$ cat src/rtl/constants_2D.sv
// Shared mesh-NoC constants for the 2D router: flit/direction widths, port codes
// and the modulo-5 port increment used by arbitration.
package constants_2D;

  localparam int unsigned SIZE      = 8;
  localparam int unsigned BITS_DIR  = 3;
  localparam int unsigned NUM_PORTS = 5;
  localparam int unsigned SUM_W     = BITS_DIR + 1;

  typedef logic [SIZE-1:0]     flit_t;
  typedef logic [BITS_DIR-1:0] port_idx_t;

  typedef enum logic [BITS_DIR-1:0] {
    DIR_LOCAL = BITS_DIR'(0),
    DIR_NORTH = BITS_DIR'(1),
    DIR_SOUTH = BITS_DIR'(2),
    DIR_EAST  = BITS_DIR'(3),
    DIR_WEST  = BITS_DIR'(4)
  } dir_e;

  // (a + b) mod NUM_PORTS for port indices already in range
  function automatic port_idx_t port_add(input port_idx_t a, input port_idx_t b);
    logic [SUM_W-1:0] sum;
    sum = SUM_W'(a) + SUM_W'(b);
    if (sum >= SUM_W'(NUM_PORTS)) begin
      sum = sum - SUM_W'(NUM_PORTS);
    end
    return sum[BITS_DIR-1:0];
  endfunction

endpackage

$ cat src/rtl/rr_arbiter5.sv
// Five-way round-robin arbiter: first requester at or after ptr, wrapping mod 5.
module rr_arbiter5
  import constants_2D::*;
(
  input  logic [NUM_PORTS-1:0] req,
  input  port_idx_t            ptr,
  output port_idx_t            gnt_idx_c,
  output logic                 gnt_vld_c
);

  port_idx_t cand;

  always_comb begin
    gnt_idx_c = '0;
    gnt_vld_c = 1'b0;
    cand      = '0;
    for (int unsigned i = 0; i < NUM_PORTS; i++) begin
      cand = port_add(ptr, BITS_DIR'(i));
      if (!gnt_vld_c && req[cand]) begin
        gnt_vld_c = 1'b1;
        gnt_idx_c = cand;
      end
    end
  end

endmodule

$ cat src/rtl/router_2.sv
// Five-port mesh flit router: 1-entry buffers per input and output, one table
// lookup per cycle chosen round-robin. Optional trace output under ROUTER_TRACE_EN.
module router_2
  import constants_2D::*;
#(
  parameter int ID = 0
) (
  input  logic                      clk,
  input  logic                      reset,
  output logic [NUM_PORTS-1:0]      tx_req,
  input  logic [NUM_PORTS-1:0]      tx_ack,
  output logic [NUM_PORTS*SIZE-1:0] tx_data,
  input  logic [NUM_PORTS-1:0]      rx_req,
  output logic [NUM_PORTS-1:0]      rx_ack,
  input  logic [NUM_PORTS*SIZE-1:0] rx_data,
  output logic [SIZE-1:0]           table_addr,
  input  logic [BITS_DIR-1:0]       table_data
);

  if (ID < 0) begin : g_id_check
    $error("router_2: ID must be non-negative");
  end

  logic [NUM_PORTS-1:0] in_valid;
  logic [NUM_PORTS-1:0] out_valid;
  flit_t                in_data  [NUM_PORTS];
  flit_t                out_data [NUM_PORTS];
  port_idx_t            rr;

  port_idx_t gnt_idx;
  logic      gnt_vld;
  flit_t     sel_flit;
  logic      do_fwd;
  logic      do_drop;

  rr_arbiter5 u_arb (
    .req       (in_valid),
    .ptr       (rr),
    .gnt_idx_c (gnt_idx),
    .gnt_vld_c (gnt_vld)
  );

  // Forward only into an output that was empty at the start of the cycle, so an
  // output never frees and refills on the same edge.
  always_comb begin
    sel_flit   = in_data[gnt_idx];
    table_addr = gnt_vld ? sel_flit : '0;
    do_fwd     = 1'b0;
    do_drop    = 1'b0;
    if (gnt_vld) begin
      if (table_data > port_idx_t'(DIR_WEST)) begin
        do_drop = 1'b1;
      end else if (!out_valid[table_data]) begin
        do_fwd = 1'b1;
      end
    end
  end

  assign tx_req = out_valid;
  assign rx_ack = ~in_valid & {NUM_PORTS{~reset}};

  always_comb begin
    tx_data = '0;
    for (int unsigned p = 0; p < NUM_PORTS; p++) begin
      tx_data[p*SIZE +: SIZE] = out_data[p];
    end
  end

  always_ff @(posedge clk or posedge reset) begin
    if (reset) begin
      in_valid  <= '0;
      out_valid <= '0;
      rr        <= '0;
      for (int unsigned p = 0; p < NUM_PORTS; p++) begin
        in_data[p]  <= '0;
        out_data[p] <= '0;
      end
    end else begin
      for (int unsigned p = 0; p < NUM_PORTS; p++) begin
        if (rx_req[p] && !in_valid[p]) begin
          in_valid[p] <= 1'b1;
          in_data[p]  <= rx_data[p*SIZE +: SIZE];
        end
        if (out_valid[p] && tx_ack[p]) begin
          out_valid[p] <= 1'b0;
          out_data[p]  <= '0;
        end
      end
      if (do_fwd) begin
        out_valid[table_data] <= 1'b1;
        out_data[table_data]  <= sel_flit;
        in_valid[gnt_idx]     <= 1'b0;
        rr                    <= port_add(gnt_idx, BITS_DIR'(1));
      end
      if (do_drop) begin
        in_valid[gnt_idx] <= 1'b0;
        rr                <= port_add(gnt_idx, BITS_DIR'(1));
      end
    end
  end

`ifdef ROUTER_TRACE_EN
  always_ff @(posedge clk) begin
    if (!reset && do_fwd) begin
      $display("router %0d: in %0d -> out %0d flit %02h", ID, gnt_idx, table_data, sel_flit);
    end
    if (!reset && do_drop) begin
      $display("router %0d: drop in %0d flit %02h", ID, gnt_idx, sel_flit);
    end
  end
`else
`endif

endmodule

$ cat config.mk
export PLATFORM = sky130hd
export DESIGN_NAME = router_2
export DESIGN_NICKNAME = d
export VERILOG_FILES = /design/src/rtl/constants_2D.sv /design/src/rtl/rr_arbiter5.sv /design/src/rtl/router_2.sv
export SDC_FILE = /design/constraint.sdc
export NUM_CORES = 1
export LEC_CHECK = 0
export ABC_AREA = 1
export BUFFER_PORTS_ARGS = -buffer_cell sky130_fd_sc_hd__buf_2
export CORE_ASPECT_RATIO = 0.7
export CORE_MARGIN = 2
export CORE_UTILIZATION = 50
export DETAILED_ROUTE_END_ITERATION = 7
export PLACE_DENSITY = 0.74
export SLEW_MARGIN = 5
export SYNTH_ARGS = -nofsm -noshare
export SYNTH_HDL_FRONTEND = slang
export SYNTH_SLANG_ARGS = --single-unit
$ cat constraint.sdc
create_clock -name clk -period 7.45 [get_ports clk]
set_input_delay 0 -clock clk [delete_from_list [all_inputs] [get_ports clk]]
set_output_delay 0 -clock clk [all_outputs]
set_load 0.01 [all_outputs]
==> impl_metrics.env, run 1 <==
export IMPL_grt_pass1_vias=5161
export IMPL_fin_worst_skew_ps=7.64
export IMPL_synth_adder_area_share_pct=2.76
export IMPL_final_setup_tns_ps=0
export IMPL_post_synth_instance_area_um2=5260
export IMPL_cts_clk_slew_worst_paths_ps=70
export IMPL_cts_num_sinks=93
export IMPL_worst_path_max_delay_cell="dfrtp_1"
export IMPL_detail_route_vias_per_cell=5.55
export IMPL_post_cts_resized=0
export IMPL_post_synth_and_or_nand_nor_area_fraction_pct=36.1
export IMPL_remaining_drc_errors=0
export IMPL_final_layout_size_suffix_gt1_share_pct=25.9
export IMPL_numCtsBuffers=9
export IMPL_clock_insertion_delay_worst_skew_ps=350
export IMPL_layout_area_overhead_vs_synth_pct=28.0
export IMPL_cts_tree="yes"
export IMPL_drt_first_iter_violations=455
export IMPL_io_pins=113
export IMPL_place_congestion=1.03
export IMPL_hold_class="input pin to flip-flop"
export IMPL_finalWirelength_mm=15.9
export IMPL_post_synth_num_cell_types=36
export IMPL_number_of_port_buffers=112
export IMPL_layout_min_cycle_time_ps=4580
export IMPL_detailed_place_hpwl_mm=11.6
export IMPL_ctsHtreeMaxLevel=3
export IMPL_multi_input_comb_area_um2=2670
export IMPL_synth_yosys_seq_area_share_pct=44.3
export IMPL_setup_violations_final=0
export IMPL_worst_slew_pin_transition_ps=694
export IMPL_initial_core_util_pct=51.2
export IMPL_yosys_warnings=0
export IMPL_grt_first_pass_wirelength_mm=26.0
export IMPL_cts_root_buf="clkbuf_16"
export IMPL_floorplan_die_width_um=127
export IMPL_row_count=31
export IMPL_rsz0062_at_grt="no"
export IMPL_outcome="finished, final reports clean"
export IMPL_timing_critical_path_from_type="flip-flop"
export IMPL_grt_overflow=0
export IMPL_die_area_um2=11400
export IMPL_final_max_slew_viol_count=0
export IMPL_post_synthesis_compound_gate_area_fraction_pct=3.28
export IMPL_finalHoldViolCount=0
export IMPL_cp_cell_sequence="inv_2 > ha_1 > inv_1 > fa_1 > inv_1 > nand2_1 > nand2_1 > nand2_1 > nand2_1 > nand3_1 > nand2_1 > nand2_1 > nand2_1 > nand3_1 > nor2_1 > nor2_4 > nand3_2 > nand2_1 > nand2_1 > nand2_1 > nand3_2 > nand2_1 > inv_1 > buf_2"
export IMPL_cp_end_kind="output port"
export IMPL_top_achievable_clock_speed_ghz=0.218
export IMPL_syn_mean_instance_area_um2=8.21
export IMPL_drt_pass1_iter_count=6
export IMPL_muxShareOfSynthArea_pct=8.57
export IMPL_ys_seq_elements=93
export IMPL_core_area_um2=10300
export IMPL_synthCells=640
export IMPL_routed_wire_length_per_instance_um=16.9
export IMPL_max_clock_path_buffers=2
export IMPL_fillCellCount=832
export IMPL_dr_total_vias=5236
export IMPL_worst_ep_arrival_time_ps=4580
export IMPL_track_usage_pct=29.0
export IMPL_grt_start_max_net_pins=53
export IMPL_die_y_um=89.8
export IMPL_layout_nets=873
export IMPL_worstSetupPathType="flip-flop to output port"
export IMPL_syn_num_nets=706
export IMPL_max_stage_delay_ps=720
export IMPL_drt_antenna_violating_nets=0
export IMPL_max_cap_violations=0
export IMPL_critPathRequiredTime_ps=7450
export IMPL_antenna_found_initial=0
export IMPL_largest_family_of_logic_cells_by_synthesized_area="simple AND/OR/NAND/NOR gates"
export IMPL_antenna_cells=0
export IMPL_layout_area_seq_um2=2330
export IMPL_share_of_the_clock_period_used_by_the_worst_path_pct=61.5
export IMPL_post_cts_setup_buffers=0
export IMPL_critical_path_top_delay_family="simple AND/OR/NAND/NOR gates"
export IMPL_critical_path_top_cell_by_count="nand2_1"
export IMPL_critical_path_buf_inv_count=5
export IMPL_timing_critical_path_fanout_max=21
export IMPL_synth_xor_xnor_area_share_pct=0.167
export IMPL_max_slew_margin_rel_pct=53.7
==> metrics by stage <==
step           worst slack [ps]  instance area (um^2)  std cells  util (%)  hold WS [ps]
3_5_place_dp               3270                  5950        877      57.8           168
6_report                   2870                  6730        943      65.5           146
4_1_cts                    2980                  6730        943      65.5           133
5_1_grt                    2420                  6730        943      65.5           151
3_3_place_gp               3490                  5950        877      57.8           158
2_1_floorplan              4170                  5260        640         -          42.9
==> worst min-delay path: stages <==
cell	delay [ps]
buf_2	100
nor3_1	60
inv_1	100
nor2_4	80
nand2_1	60
nand2_1	40
==> metal layers <==
metal / routed length (um) / global-route usage [%]
met2: 7220 / 44.5
met5: 0 / 0
met1: 7260 / 42.2
met3: 1170 / 5.30
met4: 250 / 8.42
==> cells by family (layout without fill, tap and decap cells) <==
family | Yosys count | count (layout)
mux | 40 | 40
xor+xnor | 1 | 1
compound gates | 30 | 30
simple gates | 401 | 401
buf+inv | 64 | 235
fa+ha+maj | 11 | 11
flops | 93 | 93
==> sequential cells by signal, indices dropped and copies added (netlist names) <==
| signal | count |
|---|---|
| in_data | 40 |
| tx_data | 40 |
| in_valid | 5 |
| tx_req | 5 |
| rr | 3 |
==> timing repair <==
| action | CTS | global route |
|---|---|---|
| hold endpoints to repair | 91 | 0 |
| setup endpoints to repair | 0 | 0 |
| hold buffers | 51 | 0 |
==> layout by cell type, fill, tap and decap left out, types with 8 or more instances in the layout <==
cell           count
dlygate4sd3_1     51
inv_1             45
dfrtp_1           93
mux2_2            40
clkbuf_16          9
nand4_1           25
buf_2            112
o21ai_0            9
ha_1              10
nand2_2            8
nor2_1            22
nand2_1          237
nand3_1           77
nand3_2           11
==> final cells by class <==
class,count,share of cell area [%]
timing repair buffer,164,16.0
inverter,56,3.14
multi-input combinational,483,39.7
clock inverter,6,0.707
clock buffer,9,3.35
tap,132,2.45
sequential,93,34.6
==> cells in the mapped netlist <==
cell | instances | area share [%]
nand3_1 | 77 | 7.3
nand2_1 | 237 | 17
or2_1 | 1 | 0.12
inv_2 | 6 | 0.43
fa_1 | 1 | 0.38
buf_4 | 3 | 0.43
o21ai_1 | 7 | 0.67
nor2_8 | 1 | 0.38
a211oi_1 | 1 | 0.14
mux2_2 | 40 | 8.6
nand4_1 | 25 | 3.0
nor2_2 | 1 | 0.12
inv_1 | 46 | 3.3
buf_2 | 4 | 0.38
nor2_4 | 7 | 1.5
nand2_4 | 1 | 0.21
nor3_1 | 5 | 0.48
a21oi_1 | 5 | 0.48
nand4_4 | 2 | 0.81
o21ai_2 | 2 | 0.33
nand3b_1 | 2 | 0.29
clkinv_1 | 4 | 0.29
o21ai_0 | 9 | 0.86
o22ai_1 | 2 | 0.24
a31oi_1 | 1 | 0.12
o21a_1 | 1 | 0.14
a21oi_2 | 1 | 0.17
o211ai_1 | 1 | 0.14
nand3_4 | 1 | 0.33
dfrtp_1 | 93 | 44
clkbuf_1 | 1 | 0.071
ha_1 | 10 | 2.4
nand2_2 | 8 | 0.95
nand3_2 | 11 | 2.1
nor2_1 | 22 | 1.6
xnor2_1 | 1 | 0.17
==> worst paths after layout <==
| kind | start | endpoint | slack (ps) | cells after the start |
|---|---|---|---|---|
| worst max register to register | rr[0] | rr[1] | 3060 | 25 |
| worst min register to register | tx_data[20] | tx_data[20] | 500 | 2 |
| worst max-delay path | rr[0] | table_addr[2] | 2870 | 24 |
| max in group asynchronous | reset | tx_data[21] | 5990 | 4 |
| min in group asynchronous | reset | in_valid[1] | 350 | 3 |
| worst min-delay path | table_data[0] | tx_data[18] | 150 | 6 |
Power of run 1 is not shown: default switching activity piles up to over one toggle a cycle in this logic, so the estimate is an artifact.
==> run 2: changes to the inputs <==
- PLACE_DENSITY: 0.74 -> 0.77
- clock period: 7.45 -> 3.8 ns (I/O delays scaled with it)
==> impl_metrics.env, run 2 (synthesis gave the netlist of run 1 again) <==
export IMPL_outcome="finished, final reports clean"
export IMPL_io_pins=113
export IMPL_setup_violations_final=0
export IMPL_routed_wire_length_per_instance_um=17.6
export IMPL_detail_route_vias_per_cell=5.55
export IMPL_final_layout_size_suffix_gt1_share_pct=28.7
export IMPL_critPathRequiredTime_ps=3800
export IMPL_timing_critical_path_from_type="flip-flop"
export IMPL_ctsHtreeMaxLevel=3
export IMPL_most_common_layout_cells="nand2_1, buf_2, dfrtp_1"
export IMPL_core_area_um2=10300
export IMPL_clock_insertion_delay_worst_skew_ps=350
export IMPL_cp_end_kind="output port"
export IMPL_max_cap_violations=0
export IMPL_finish_instance_area_um2=7000
export IMPL_max_stage_delay_ps=460
export IMPL_place_congestion=0.970
export IMPL_grt_overflow=0
export IMPL_dr_total_vias=5335
export IMPL_critical_path_top_delay_family="simple AND/OR/NAND/NOR gates"
export IMPL_layout_area_overhead_vs_synth_pct=33.2
export IMPL_cts_clk_slew_worst_paths_ps=70
export IMPL_critical_path_buf_inv_count=4
export IMPL_worstSetupPathType="flip-flop to output port"
export IMPL_finalHoldViolCount=0
export IMPL_cts_root_buf="clkbuf_16"
export IMPL_antenna_found_initial=0
export IMPL_remaining_drc_errors=0
export IMPL_fillCellCount=795
export IMPL_grt_pass1_vias=5078
export IMPL_layout_nets=890
export IMPL_die_y_um=89.8
export IMPL_worst_slew_pin_transition_ps=1070
export IMPL_finalWirelength_mm=16.9
export IMPL_drt_first_iter_violations=544
export IMPL_max_clock_path_buffers=2
export IMPL_floorplan_die_width_um=127
export IMPL_cts_num_sinks=93
export IMPL_max_slew_margin_rel_pct=28.6
export IMPL_critical_path_top_cell_by_count="nand2_1"
export IMPL_antenna_cells=0
export IMPL_detailed_place_hpwl_mm=12.0
export IMPL_hold_class="input pin to flip-flop"
export IMPL_share_of_the_clock_period_used_by_the_worst_path_pct=95.5
export IMPL_grt_first_pass_wirelength_mm=26.7
export IMPL_track_usage_pct=29.8
export IMPL_cts_tree="yes"
export IMPL_mostFrequentLayoutCell="nand2_1"
export IMPL_postLayoutSetupSlackWorst_ps=171
export IMPL_number_of_port_buffers=112
export IMPL_cp_cell_sequence="clkinvlp_4 > ha_1 > ha_4 > or2_1 > o21ai_1 > nor2_1 > nand3_1 > nand2_1 > nor2_4 > nand4_1 > nand2_1 > nor2_2 > nor2_4 > buf_4 > nand2_1 > nand3_4 > nand2_1 > inv_1 > buf_2"
export IMPL_row_count=31
export IMPL_initial_core_util_pct=51.2
export IMPL_drt_antenna_violating_nets=0
export IMPL_worst_ep_arrival_time_ps=3630
export IMPL_worst_path_max_delay_cell="dfrtp_2"
export IMPL_final_max_slew_viol_count=0
export IMPL_fin_worst_skew_ps=6.85
export IMPL_numCtsBuffers=9
export IMPL_placement_setup_worst_slack_ps=90.4
export IMPL_top_achievable_clock_speed_ghz=0.276
export IMPL_dpl_instance_area_um2=6000
export IMPL_layout_min_cycle_time_ps=3630
export IMPL_timing_critical_path_fanout_max=6
export IMPL_die_area_um2=11400
export IMPL_drt_pass1_iter_count=6
export IMPL_grt_start_max_net_pins=61
[run 2: changes by cell type in the layout (fill, tap and decap cells not counted), sizes merged]
cell | previous run | this run
buf | 113 | 129
clkbuf | 9 | 12
inv | 54 | 51
clkinv | 8 | 6
clkinvlp | 0 | 2
bufinv | 0 | 1
nor2 | 31 | 32
[run 2: cell type report]
cell class                      count  area (um^2)  share of cell area, %
Sequential cell                    93         2330                   33.2
Tap cell                          132          165                   2.36
Clock inverter                      4         55.1                  0.786
Timing Repair Buffer              180         1200                   17.1
Multi-Input combinational cell    484         2790                   39.8
Clock buffer                       12          256                   3.66
Inverter                           56          215                   3.07
[run 2: per-layer routing]
metal / share of wire, % / GRT usage, %
met1: 45 / 44.4
met2: 44 / 43.9
met3: 9.0 / 7.14
met4: 1.5 / 7.51
met5: 0 / 0
[run 2: worst paths after layout]
check	start	end	slack [ps]	cells after the start
max in group asynchronous	reset	rr[1]	2280	4
min in group asynchronous	reset	in_valid[1]	490	3
min	table_data[2]	tx_data[33]	140	5
max	rr[1]	table_addr[3]	170	19
max reg2reg	rr[1]	rr[1]	270	23
min reg2reg	in_data[0]	in_data[0]	510	1
[run 2: worst reg2reg max path, cell delays in order, from the launching register on]
cell and delay [ps]:
dfrtp_2 460, clkinvlp_4 180, ha_1 260, ha_4 260
or2_1 220, o21ai_1 250, nor2_1 80, nand3_1 110
nand2_1 100, nor2_4 180, nand4_1 130, nand2_1 110
nor2_2 50, nor2_4 180, buf_4 160, inv_1 40
ha_1 180, nand2_1 70, nand3_1 100, nand2_1 120
nand2_1 60, nand2_1 60, nand2_1 40, nand2_1 60
[run 2: metrics by stage]
| step | setup TNS, ps | std cells | hold slack [ps] | utilization, % |
|---|---|---|---|---|
| finish | 0 | 961 | 143 | 68.1 |
| global route | -256 | 961 | 150 | 68.1 |
| CTS | -2.47 | 955 | 126 | 66.7 |
| detailed placement | 0 | 884 | 207 | 58.4 |
| global placement | 0 | 884 | 193 | 58.4 |
| floorplan | 0 | 640 | 42.9 | - |
[run 2: timing repair]
action / CTS / global route
pin swaps: 2 / 5
gates resized for setup: 1 / 23
endpoints found under the hold margin: 109 / 0
endpoints found under the setup margin: 8 / 25
cloned: 0 / 1
setup buffers: 4 / 5
hold buffers: 51 / 0
Power of run 2 is left out for the same reason.
